===== src/rtl/mac_wb_pkg.sv =====
// Shared types for the MAC Wishbone arbiter.
// Widths, arbiter state encoding and grant codes.
package mac_wb_pkg;

  localparam int MAC_AW      = 2;
  localparam int MAC_DW      = 8;
  localparam int MAC_TIMEOUT = 255;

  typedef enum logic [1:0] {
    S_IDLE    = 2'd0,
    S_GRANT_A = 2'd1,
    S_GRANT_B = 2'd2,
    S_ABORT   = 2'd3
  } arb_state_e;

  localparam logic [1:0] GNT_NONE = 2'b00;
  localparam logic [1:0] GNT_A    = 2'b01;
  localparam logic [1:0] GNT_B    = 2'b10;

  localparam logic LAST_A = 1'b0;
  localparam logic LAST_B = 1'b1;

endpackage


===== src/rtl/mac_arb_wdt.sv =====
// Bus-hang watchdog for the MAC arbiter.
// Ports: clk, rst, clr_i, en_i in; expired_o out.
module mac_arb_wdt #(
  parameter int TIMEOUT = 255,
  parameter int CW      = $clog2(TIMEOUT + 1)
) (
  input  logic clk,
  input  logic rst,
  input  logic clr_i,
  input  logic en_i,
  output logic expired_o
);

  logic [CW-1:0] cnt_q;
  logic [CW-1:0] cnt_d;

  assign expired_o = (cnt_q == CW'(TIMEOUT));

  always_comb begin
    cnt_d = cnt_q;
    if (clr_i) begin
      cnt_d = '0;
    end else if (en_i && !expired_o) begin
      cnt_d = cnt_q + 1'b1;
    end
  end

  always_ff @(posedge clk) begin
    if (rst) begin
      cnt_q <= '0;
    end else begin
      cnt_q <= cnt_d;
    end
  end

endmodule


===== src/rtl/mac_wb_arbiter.sv =====
// Two-master round-robin, cyc-locked arbiter for the
// MAC Wishbone slave port. Masters A/B (i_x_wb_*,
// o_x_wb_*), slave side o_wb_*/i_wb_*, o_grant one-hot.
// Optional MAC_ARB_TIMEOUT_EN adds an ack watchdog.
module mac_wb_arbiter
  import mac_wb_pkg::*;
#(
  parameter int AW      = MAC_AW,
  parameter int DW      = MAC_DW,
  parameter int TIMEOUT = MAC_TIMEOUT
) (
  input  logic          clk,
  input  logic          rst,
  input  logic          i_a_wb_cyc,
  input  logic          i_a_wb_stb,
  input  logic          i_a_wb_we,
  input  logic [AW-1:0] i_a_wb_addr,
  input  logic [DW-1:0] i_a_wb_data,
  output logic          o_a_wb_ack,
  output logic          o_a_wb_stall,
  output logic          o_a_wb_err,
  output logic [DW-1:0] o_a_wb_data,
  input  logic          i_b_wb_cyc,
  input  logic          i_b_wb_stb,
  input  logic          i_b_wb_we,
  input  logic [AW-1:0] i_b_wb_addr,
  input  logic [DW-1:0] i_b_wb_data,
  output logic          o_b_wb_ack,
  output logic          o_b_wb_stall,
  output logic          o_b_wb_err,
  output logic [DW-1:0] o_b_wb_data,
  output logic          o_wb_cyc,
  output logic          o_wb_stb,
  output logic          o_wb_we,
  output logic [AW-1:0] o_wb_addr,
  output logic [DW-1:0] o_wb_data,
  input  logic          i_wb_ack,
  input  logic          i_wb_stall,
  input  logic [DW-1:0] i_wb_data,
  output logic [1:0]    o_grant
);

  arb_state_e state_q;
  arb_state_e state_d;
  logic       last_q;
  logic       last_d;
  logic       expired;

`ifdef MAC_ARB_TIMEOUT_EN
  logic owner_q;
  logic owner_d;
  logic in_grant;
  logic wdt_clr;

  assign in_grant = (state_q == S_GRANT_A) ||
                    (state_q == S_GRANT_B);
  // Restart on every new grant and on any ack.
  assign wdt_clr  = !in_grant || i_wb_ack ||
                    (state_d != state_q);

  mac_arb_wdt #(
    .TIMEOUT (TIMEOUT)
  ) u_wdt (
    .clk       (clk),
    .rst       (rst),
    .clr_i     (wdt_clr),
    .en_i      (in_grant),
    .expired_o (expired)
  );

  always_ff @(posedge clk) begin
    if (rst) begin
      owner_q <= LAST_A;
    end else begin
      owner_q <= owner_d;
    end
  end
`else
  logic [31:0] unused_timeout;
  assign unused_timeout = TIMEOUT;
  assign expired = 1'b0;
`endif

  always_ff @(posedge clk) begin
    if (rst) begin
      state_q <= S_IDLE;
      last_q  <= LAST_B;
    end else begin
      state_q <= state_d;
      last_q  <= last_d;
    end
  end

  always_comb begin
    state_d = state_q;
    last_d  = last_q;
`ifdef MAC_ARB_TIMEOUT_EN
    owner_d = owner_q;
`endif
    unique case (state_q)
      S_IDLE: begin
        if (i_a_wb_cyc &&
            (!i_b_wb_cyc || last_q == LAST_B)) begin
          state_d = S_GRANT_A;
        end else if (i_b_wb_cyc) begin
          state_d = S_GRANT_B;
        end
      end
      S_GRANT_A: begin
        if (!i_a_wb_cyc) begin
          last_d  = LAST_A;
          state_d = i_b_wb_cyc ? S_GRANT_B : S_IDLE;
        end else if (expired) begin
          state_d = S_ABORT;
`ifdef MAC_ARB_TIMEOUT_EN
          owner_d = LAST_A;
`endif
        end
      end
      S_GRANT_B: begin
        if (!i_b_wb_cyc) begin
          last_d  = LAST_B;
          state_d = i_a_wb_cyc ? S_GRANT_A : S_IDLE;
        end else if (expired) begin
          state_d = S_ABORT;
`ifdef MAC_ARB_TIMEOUT_EN
          owner_d = LAST_B;
`endif
        end
      end
      S_ABORT: begin
`ifdef MAC_ARB_TIMEOUT_EN
        // Wait for the aborted master to end its cycle.
        if ((owner_q == LAST_A && !i_a_wb_cyc) ||
            (owner_q == LAST_B && !i_b_wb_cyc)) begin
          last_d  = owner_q;
          state_d = S_IDLE;
        end
`else
        state_d = S_IDLE;
`endif
      end
      default: state_d = S_IDLE;
    endcase
  end

  // Read data is broadcast; only the ack is steered.
  assign o_a_wb_data = i_wb_data;
  assign o_b_wb_data = i_wb_data;

  always_comb begin
    o_wb_cyc     = 1'b0;
    o_wb_stb     = 1'b0;
    o_wb_we      = 1'b0;
    o_wb_addr    = '0;
    o_wb_data    = '0;
    o_a_wb_ack   = 1'b0;
    o_a_wb_stall = 1'b1;
    o_a_wb_err   = 1'b0;
    o_b_wb_ack   = 1'b0;
    o_b_wb_stall = 1'b1;
    o_b_wb_err   = 1'b0;
    o_grant      = GNT_NONE;
    unique case (state_q)
      S_GRANT_A: begin
        o_wb_cyc     = i_a_wb_cyc;
        o_wb_stb     = i_a_wb_stb;
        o_wb_we      = i_a_wb_we;
        o_wb_addr    = i_a_wb_addr;
        o_wb_data    = i_a_wb_data;
        o_a_wb_ack   = i_wb_ack;
        o_a_wb_stall = i_wb_stall;
        o_a_wb_err   = expired && i_a_wb_cyc;
        o_grant      = GNT_A;
      end
      S_GRANT_B: begin
        o_wb_cyc     = i_b_wb_cyc;
        o_wb_stb     = i_b_wb_stb;
        o_wb_we      = i_b_wb_we;
        o_wb_addr    = i_b_wb_addr;
        o_wb_data    = i_b_wb_data;
        o_b_wb_ack   = i_wb_ack;
        o_b_wb_stall = i_wb_stall;
        o_b_wb_err   = expired && i_b_wb_cyc;
        o_grant      = GNT_B;
      end
      default: ;
    endcase
  end

endmodule


===== config.mk =====
export PLATFORM = sky130hd
export DESIGN_NAME = mac_wb_arbiter
export DESIGN_NICKNAME = d
export VERILOG_FILES = /design/src/rtl/mac_wb_pkg.sv /design/src/rtl/mac_arb_wdt.sv /design/src/rtl/mac_wb_arbiter.sv
export SDC_FILE = /design/constraint.sdc
export NUM_CORES = 1
export LEC_CHECK = 0
export CAP_MARGIN = 20
export CORE_ASPECT_RATIO = 1.25
export CORE_UTILIZATION = 26
export CTS_CLUSTER_DIAMETER = 50
export DETAILED_ROUTE_END_ITERATION = 12
export GPL_ROUTABILITY_DRIVEN = 0
export PLACE_DENSITY = 0.84
export RECOVER_POWER = 50
export SLEW_MARGIN = 20
export SYNTH_ARGS = -nofsm -noshare
export SYNTH_HDL_FRONTEND = slang
export SYNTH_SLANG_ARGS = --single-unit

===== constraint.sdc =====
create_clock -name clk -period 1.7 [get_ports clk]
set_clock_uncertainty 0.05 [all_clocks]
set_input_delay 0.425 -clock clk [delete_from_list [all_inputs] [get_ports clk]]
set_output_delay 0.425 -clock clk [all_outputs]
set_load 0.1 [all_outputs]

==> results.cfg <==
[power]
cellPowerDensity_mw_per_mm2 = 1130
p_int_mw = 0.870
vdd_drop_max_v = 0.000716
p_leak_nw = 0.590
p_switching_mw = 0.909
swShare_pct = 51.1
clockPowerShare_pct = 6.9
combPwrFrac_pct = 86.4
seq_power_share_pct = 6.6

[clock_network]
cts_made_buffers = 3
cts_hold_buf = 0
clock_path_buffers = 2
clk_transition_reported_paths_ns = 0.03
clockRootBuffer = clkbuf_4
clock_sinks = 3
h-tree-depth = 1
clk-insertion-delay-late_ns = 0.23
cts_tree = built

[global_routing]
grt_pass1_wl_um = 3830
grt_pass1_vias = 787
track_usage_pct = 19.9
antenna_found_initial = 0
gr-total-overflow = 0
grt_max_degree = 14

[hold_path]
hold_class = reg -> reg

[cells_and_area]
ff_latch_area_um2 = 67.6
multi_input_area_um2 = 614
layout_commonest_cell = clkdlybuf4s50_1
layout_common_cells = 28 x clkdlybuf4s50_1, 20 x buf_12, 12 x nor2b_4, 9 x a22oi_2, 8 x buf_4
fillers = 155
num_antenna_cells = 0
final_nets = 172
drive_gt1_share_pct = 56.7
area.growth.synth_to_final_pct = 150
instances_no_fill = 158

[floorplanning]
die-area_mm2 = 0.00262
row_count = 19
die_w_um = 46.0
core-area_mm2 = 0.00223
die-height_um = 57.0
start_util_pct = 28.1
io_pins = 75

[synth]
synth_seq_area_share_pct = 9.56
syn_area_per_cell_um2 = 7.57
synthCells = 83
yosysWarnings = 0
syn-cell-area_um2 = 628
synth_cell_types = 21
ys_seq_elements = 3

[setup_path]
cpPeakStageDelay_ns = 0.35
path_max_fanout = 6
worstReg2RegStart = state_q[0]$_SDFFE_PP0P_
r2r_end = state_q[1]$_SDFFE_PP0P_
reg2reg_setup_slack_ns = 0.09
worstPathCellList = inv_4, ha_4, buf_6, a22oi_2, nor2b_4, buf_12
cp_data_arrival_time_ns = 1.47
crit_end = o_wb_data[0]
worst-path-buf-inv = 3
crit_type = reg -> out
endpoint_kind = output pin
startpoint_type = register
required_ns = 1.22
r2r_cells = 8
cp_num_cells = 6
critPathLaunch = state_q[0]$_SDFFE_PP0P_
crit_path_top_delay_cell = dfxtp_4
cp_top_family = buffers and inverters

[detailed_routing]
routed.top_layer = met4
drcViolationCount = 0
wl_um = 2780
wl_met1_um = 1110
first_iter_violations = 10
route.met2.wl_um = 1360
post_drt_wl_per_cell_um = 17.6
postRouteAntennaNets = 0
avgViaCountPerCell = 4.73
vias = 748
drt_first_pass_iters = 4
met3_length_um = 275

[sta]
max_freq_mhz = 514
drv_slew = 0
rsz0062_at_grt = yes
setup_tns_ns = -3.35
period_share_pct = 114
hold_viol = 0
setup_ws_ns = -0.246
setup_violations = 18
fin_crit_ns = 1.95

[place]
io_buffer_count = 48
dp_cells = 145
dp_hpwl_um = 1710

[job]
maxCapViolations = 0

[outcome]
outcome = finished with violations
failed_checks = negative setup slack
==> worst min-delay path, cell delays in order, from the launching register on <==
cell	delay (ns)
dfxtp_1	0.32
nor2_1	0.10
o21bai_1	0.06
==> flip-flops by register name, summed over array words and instances (netlist names) <==
| register | flops |
|---|---|
| state_q | 2 |
| last_q | 1 |
==> power groups by stage <==
stage,clock network [mW],registers [mW],logic (mW)
finish,0.123,0.118,1.54
global route,0.139,0.120,1.59
CTS,0.130,0.116,1.47
detailed placement,0,0.110,1.36
global placement,0,0.109,1.33
floorplan,0,0.108,1.13
==> logic make-up after synthesis <==
group / count (synthesis) / share of synthesized area, %
buf+inv: 25 / 27.5
flops: 3 / 9.56
compound gates: 21 / 23.5
other cells: 1 / 0.597
fa+ha+maj: 6 / 12.0
simple gates: 27 / 26.9
==> cell type report <==
class	instances	share of cell area [%]
inverter	2	0.955
multi-input combinational	56	39.1
tap	31	2.47
timing repair buffer	62	51.5
sequential	3	4.30
clock buffer	4	1.67
==> cells in the mapped netlist, drive strengths merged <==
master	n	area share (%)
a21oi	3	2.4
a22o	1	1.4
a22oi	12	14
a311oi	1	1.4
and2	3	3.0
buf	20	25
clkbuf	3	1.8
conb	1	0.60
dfxtp	3	9.6
ha	6	12
inv	2	1.2
nand2b	4	4.0
nand3b	1	1.2
nand4bb	1	1.8
nor2	3	1.8
nor2b	14	14
nor3b	1	1.2
o21a	1	1.2
o21ai	2	1.6
o21bai	1	1.2
==> layer usage <==
layer / up-vias / track usage [%]
met3: 8 / 4.75
met5: - / 0
li1: 351 / -
met2: 44 / 32.8
met4: 0 / 9.66
met1: 345 / 23.2
==> metrics by stage <==
| stage | hold slack (ns) | power, mW | util, % | setup WS [ns] | instance area [um^2] |
|---|---|---|---|---|---|
| 2_1_floorplan | 0.437 | 1.24 | - | -0.182 | 812 |
| 3_3_place_gp | 0.460 | 1.44 | 61.0 | -0.172 | 1360 |
| 3_5_place_dp | 0.481 | 1.47 | 61.0 | -0.217 | 1360 |
| 4_1_cts | 0.484 | 1.71 | 67.7 | -0.246 | 1510 |
| 5_1_grt | 0.511 | 1.85 | 70.3 | -0.301 | 1570 |
| 6_report | 0.488 | 1.78 | 70.3 | -0.246 | 1570 |
==> worst min path at each step <==
stage                                  startpoint                 endpoint  slack [ns]  depth (start not counted)
final                         last_q$_SDFFE_PP1P_      last_q$_SDFFE_PP1P_        0.49                          2
after global routing          last_q$_SDFFE_PP1P_      last_q$_SDFFE_PP1P_        0.51                          2
after CTS                     last_q$_SDFFE_PP1P_      last_q$_SDFFE_PP1P_        0.48                          2
after detailed placement      last_q$_SDFFE_PP1P_      last_q$_SDFFE_PP1P_        0.48                          2
after global placement    state_q[0]$_SDFFE_PP0P_  state_q[0]$_SDFFE_PP0P_        0.46                          2
after floorplan                               rst  state_q[0]$_SDFFE_PP0P_        0.44                          1
==> what timing repair did <==
| action | in CTS | in global routing |
|---|---|---|
| setup buffers | 6 | 4 |
| endpoints found under the setup margin | 17 | 20 |
| pin swaps | 7 | 7 |
| resized for setup | 21 | 9 |
(Power assumes the default switching activity.)
